**src/rtl/pipe_pkg.sv**
```systemverilog
// Shared types and pure helper functions for the registered valid/ready skid stage.
package pipe_pkg;

   localparam int unsigned OCC_W = 2;

   typedef enum logic [1:0] {
      EMPTY = 2'd0,
      ONE   = 2'd1,
      TWO   = 2'd2
   } skid_state_e;

   function automatic logic is_fire(input logic valid, input logic ready);
      return valid & ready;
   endfunction

   // Occupancy transition for one edge; the enum encoding doubles as the entry count.
   function automatic skid_state_e next_state(input skid_state_e state,
                                              input logic        in_fire,
                                              input logic        out_fire);
      skid_state_e nxt;
      nxt = state;
      case (state)
         EMPTY: if (in_fire) nxt = ONE;
         ONE: begin
            if (in_fire && !out_fire)      nxt = TWO;
            else if (!in_fire && out_fire) nxt = EMPTY;
         end
         TWO:   if (out_fire) nxt = ONE;
         default: nxt = EMPTY;
      endcase
      return nxt;
   endfunction

endpackage

```
**src/rtl/pipe_skid_stage_if.sv**
```systemverilog
// Handshake and observation bundle for pipe_skid_stage.
interface pipe_skid_stage_if
   import pipe_pkg::*;
#(
   parameter int unsigned DATA_W  = 8,
   parameter int unsigned COUNT_W = 16
);
   logic               in_valid;
   logic               in_ready;
   logic [DATA_W-1:0]  in_data;
   logic               out_valid;
   logic               out_ready;
   logic [DATA_W-1:0]  out_data;
   logic [OCC_W-1:0]   occupancy;
   logic [COUNT_W-1:0] xfer_count;

   modport master (
      output in_valid, in_data, out_ready,
      input  in_ready, out_valid, out_data, occupancy, xfer_count
   );

   modport slave (
      input  in_valid, in_data, out_ready,
      output in_ready, out_valid, out_data, occupancy, xfer_count
   );
endinterface

```
**src/rtl/pipe_skid_stage.sv**
```systemverilog
// Registered valid/ready stage with a one-entry skid buffer; every output comes
// straight from a flop, so no combinational path crosses the stage.
module pipe_skid_stage
   import pipe_pkg::*;
#(
   parameter int unsigned DATA_W  = 8,
   parameter int unsigned COUNT_W = 16
) (
   input logic              clk,
   input logic              rst,
   pipe_skid_stage_if.slave bus
);

   skid_state_e        state_q, state_d;
   logic [DATA_W-1:0]  main_q, skid_q;
   logic [COUNT_W-1:0] xfer_q;
   logic               in_ready_q, out_valid_q;

   logic in_fire, out_fire;
   logic load_main, main_from_skid, load_skid;

   // Next state and register enables.
   always_comb begin
      load_main      = 1'b0;
      main_from_skid = 1'b0;
      load_skid      = 1'b0;
      in_fire        = is_fire(bus.in_valid, in_ready_q);
      out_fire       = is_fire(out_valid_q, bus.out_ready);
      state_d        = next_state(state_q, in_fire, out_fire);
      case (state_q)
         EMPTY: load_main = in_fire;
         ONE: begin
            load_main = in_fire & out_fire;
            load_skid = in_fire & ~out_fire;
         end
         TWO: begin
            load_main      = out_fire;
            main_from_skid = 1'b1;
         end
         default: ;
      endcase
   end

   // State, payload and counter; in_ready stays low until the first edge after reset.
   always_ff @(posedge clk or posedge rst) begin
      if (rst) begin
         state_q     <= EMPTY;
         in_ready_q  <= 1'b0;
         out_valid_q <= 1'b0;
         main_q      <= '0;
         skid_q      <= '0;
         xfer_q      <= '0;
      end else begin
         state_q     <= state_d;
         in_ready_q  <= (state_d != TWO);
         out_valid_q <= (state_d != EMPTY);
         if (load_main) main_q <= main_from_skid ? skid_q : bus.in_data;
         if (load_skid) skid_q <= bus.in_data;
         if (out_fire)  xfer_q <= xfer_q + COUNT_W'(1);
      end
   end

   assign bus.in_ready   = in_ready_q;
   assign bus.out_valid  = out_valid_q;
   assign bus.out_data   = main_q;
   assign bus.occupancy  = OCC_W'(state_q);
   assign bus.xfer_count = xfer_q;

endmodule

```
**src/flat_wrapper.sv**
```systemverilog
// flat-port wrapper written by rule: the top's interface ports become plain ports
module pipe_skid_stage_flat import pipe_pkg::*;
#(
   parameter int unsigned DATA_W  = 8,
   parameter int unsigned COUNT_W = 16
)
  (clk, rst, bus_in_valid, bus_in_data, bus_out_ready, bus_in_ready, bus_out_valid, bus_out_data, bus_occupancy, bus_xfer_count);
  pipe_skid_stage_if #(.DATA_W(DATA_W), .COUNT_W(COUNT_W)) bus_i ();
  input logic clk;
  input logic rst;
  input wire logic [$bits(bus_i.in_valid)-1:0] bus_in_valid;
  input wire logic [$bits(bus_i.in_data)-1:0] bus_in_data;
  input wire logic [$bits(bus_i.out_ready)-1:0] bus_out_ready;
  output wire logic [$bits(bus_i.in_ready)-1:0] bus_in_ready;
  output wire logic [$bits(bus_i.out_valid)-1:0] bus_out_valid;
  output wire logic [$bits(bus_i.out_data)-1:0] bus_out_data;
  output wire logic [$bits(bus_i.occupancy)-1:0] bus_occupancy;
  output wire logic [$bits(bus_i.xfer_count)-1:0] bus_xfer_count;
  assign bus_i.in_valid = bus_in_valid;
  assign bus_i.in_data = bus_in_data;
  assign bus_i.out_ready = bus_out_ready;
  assign bus_in_ready = bus_i.in_ready;
  assign bus_out_valid = bus_i.out_valid;
  assign bus_out_data = bus_i.out_data;
  assign bus_occupancy = bus_i.occupancy;
  assign bus_xfer_count = bus_i.xfer_count;
  pipe_skid_stage #(.DATA_W(DATA_W), .COUNT_W(COUNT_W)) u_core (.clk(clk), .rst(rst), .bus(bus_i));
endmodule
```
**config.mk**
```make
export PLATFORM = sky130hd
export DESIGN_NAME = pipe_skid_stage_flat
export DESIGN_NICKNAME = d
export VERILOG_FILES = /design/src/rtl/pipe_pkg.sv /design/src/rtl/pipe_skid_stage_if.sv /design/src/rtl/pipe_skid_stage.sv /design/src/flat_wrapper.sv
export SDC_FILE = /design/constraint.sdc
export NUM_CORES = 1
export LEC_CHECK = 0
export ABC_AREA = 1
export ABC_CLOCK_PERIOD_IN_PS = 1200
export CORE_UTILIZATION = 30
export CTS_CLUSTER_DIAMETER = 40
export DETAILED_ROUTE_END_ITERATION = 12
export GPL_TIMING_DRIVEN = 0
export PLACE_DENSITY = 0.52
export SKIP_LAST_GASP = 1
export SYNTH_ARGS = -nofsm -noshare
export SYNTH_HDL_FRONTEND = slang
export SYNTH_SLANG_ARGS = --single-unit
```
**constraint.sdc**
```tcl
create_clock -name clk -period 1.2 [get_ports clk]
set_input_delay 0.36 -clock clk [delete_from_list [all_inputs] [get_ports clk]]
set_output_delay 0.36 -clock clk [all_outputs]
set_load 0.05 [all_outputs]
```
==> reports/qor.yml <==
num_rows: 27
setup_viol: 40
endpoint_kind: "output pin"
drt_iter0_drc: 57
maxSlewHeadroom: 0.569
netlist_area_mm2: 0.00175
whs_ps: 459
drv_cap: 0
holdBufCountCts: 0
nets: 296
fin_skew_ps: 4.79
cts_made_buffers: 5
dr_total_vias: 1559
worstPathArrival_ps: 920
antennaDiodeCount: 0
num_io_pins: 40
synth_nets: 211
synthTopCellsByArea: "dfrtp_1 (52%), nand2_1 (12%), inv_1 (5.4%)"
final_common_cell: "buf_6"
grt_pass1_vias: 1532
die_x_um: 78.3
cp_cell_sequence: "buf_8"
powerDensity_mw_per_mm2: 2420
initial_utilization: 0.315
crit_buf_inv: 1
cts_buffer_depth: 2
drt-total-wl_um: 4140
finalHoldViolations: 0
ys_ff_latch: 36
required_ps: 840
fmax_mhz: 779
critPathMaxStageDelay_ps: 470
tns_ps: -1550
htree_num_levels: 2
yosys_warnings: 0
syn-instance-count: 198
dp_slack_ps: -589
ant_nets: 0
track_usage: 0.147
fillers: 535
numPortBuffers: 39
place_inst: 309
gp_congestion: 0.723
cts_root_buf: "clkbuf_8"
syn_to_final_growth_pct: 70.7
overflow: 0
core_area_mm2: 0.00554
yosysSeqAreaShare: 0.516
final_cell_mix: "buf_6 (39), nand2_1 (32), buf_4 (25)"
p_leak_nw: 1.44
viasPerCell: 4.38
place_area_mm2: 0.00228
chipHeight_um: 78.3
clk_pin_slew_ps: 70
drv_slew: 0
grt_setup_unrepaired: "yes"
firstDrtPassIters: 4
drive_gt1_frac: 0.563
critPathKind: "reg2out"
ys_types: 25
yosys.area.top_type: "dfrtp_1"
grt_pass1_wl_um: 7020
min_period_over_period: 1.07
synth_area_per_cell_um2: 8.82
drc: 0
hold_path.class: "in2async"
layout_min_cycle_time_ps: 1280
cp_max_fo: 4
multi_input_area_um2: 901
cts_tree: "yes"
die-area_mm2: 0.00613
status: "complete, but fails checks"
setup_ws_ps: -84.5
vdd_drop_max_mv: 1.18
dp_hpwl_um: 2610
synth_top_area_share: 0.516
worst_pin_slew_ps: 645
cpLargestDelayFamily: "flip-flops"
fin_cells: 356
clkLatencyLatePin_ps: 290
antenna_found_initial: 0
crit_slowest_cell: "dfrtp_2"
seq_area_um2: 922
grt_max_degree: 37
wl_per_cell_um: 11.6
start_kind: "register"
violations: "negative setup slack"
clkSinkCount: 36
final_cell_area_mm2: 0.00298
==> state kept, by name, indices dropped and copies added (netlist names) <==
name,flops
u_core.bus.in_ready,1
u_core.bus.out_valid,1
u_core.bus.occupancy,2
u_core.bus.xfer_count,16
u_core.bus.out_data,8
u_core.skid_q,8
==> metrics by stage <==
step	power [mW]	util
after global placement	4.90	0.411
after detailed placement	4.91	0.411
final	7.21	0.538
after CTS	6.86	0.506
after global routing	7.63	0.538
after floorplan	4.03	-
==> power breakdown <==
| part | internal [mW] | total (mW) | switching, mW |
|---|---|---|---|
| Clock | 0.524 | 0.960 | 0.436 |
| Combinational | 1.85 | 4.16 | 2.31 |
| Sequential | 1.66 | 2.09 | 0.430 |
| Total | 4.03 | 7.21 | 3.18 |
==> area by class of cell <==
class	count	share of cell area
buffer	3	0.0126
clock buffer	8	0.0336
inverter	28	0.0424
multi-input combinational	131	0.302
sequential	36	0.310
tap	72	0.0302
timing repair buffer	78	0.269
==> path summary, 6_finish.rpt <==
check	cells past startpoint	startpoint	to	slack, ps
max reg2reg	7	u_core.bus.out_valid	u_core.bus.out_data[2]	-80
min in group clk	2	u_core.skid_q[0]	u_core.skid_q[0]	490
min reg2reg	2	u_core.skid_q[0]	u_core.skid_q[0]	490
min	2	rst	u_core.bus.xfer_count[11]	460
max	1	u_core.bus.occupancy[1]	bus_occupancy[1]	-80
max in group asynchronous	2	rst	u_core.bus.xfer_count[8]	320
==> synthesized netlist by cell type <==
master and count:
a21oi_1 1, buf_2 1, buf_6 2, clkinv_2 1, dfrtp_1 36, ha_1 1, inv_1 25, inv_2 2
nand2_1 55, nand2_2 3, nand2_4 2, nand3_1 5, nand3_2 1, nand3_4 1, nand3b_1 2, nand4_1 4
nor2_1 13, nor2_2 2, nor2_4 3, nor3_1 3, o21ai_0 8, o21ai_1 9, o21ai_2 8, xnor2_1 4
xor2_1 6
==> layer usage <==
| metal | vias up | routed length [um] | GRT usage |
|---|---|---|---|
| met1 | 726 | 1880 | 0.184 |
| li1 | 791 | - | - |
| met5 | - | 0 | 0 |
| met4 | 0 | 49 | 0.0426 |
| met2 | 36 | 2080 | 0.251 |
| met3 | 6 | 137 | 0.0349 |
==> kinds of logic after synthesis <==
kind of cell | count (synthesis) | synth area share
AO/OA/AOI/OAI | 26 | 0.0918
AND/OR/NAND/NOR | 94 | 0.258
buffers and inverters | 31 | 0.0767
adder cells (fa/ha/maj) | 1 | 0.00717
XOR/XNOR | 10 | 0.0502
flip-flops | 36 | 0.516
==> repair_timing <==
action / CTS / global route
buffers inserted: 32 / 5
cloned: 2 / 0
resized for setup: 230 / 46
pin swaps: 10 / 11
endpoints found under the setup margin: 58 / 76
Note: power is estimated with default switching activity, not from simulation.
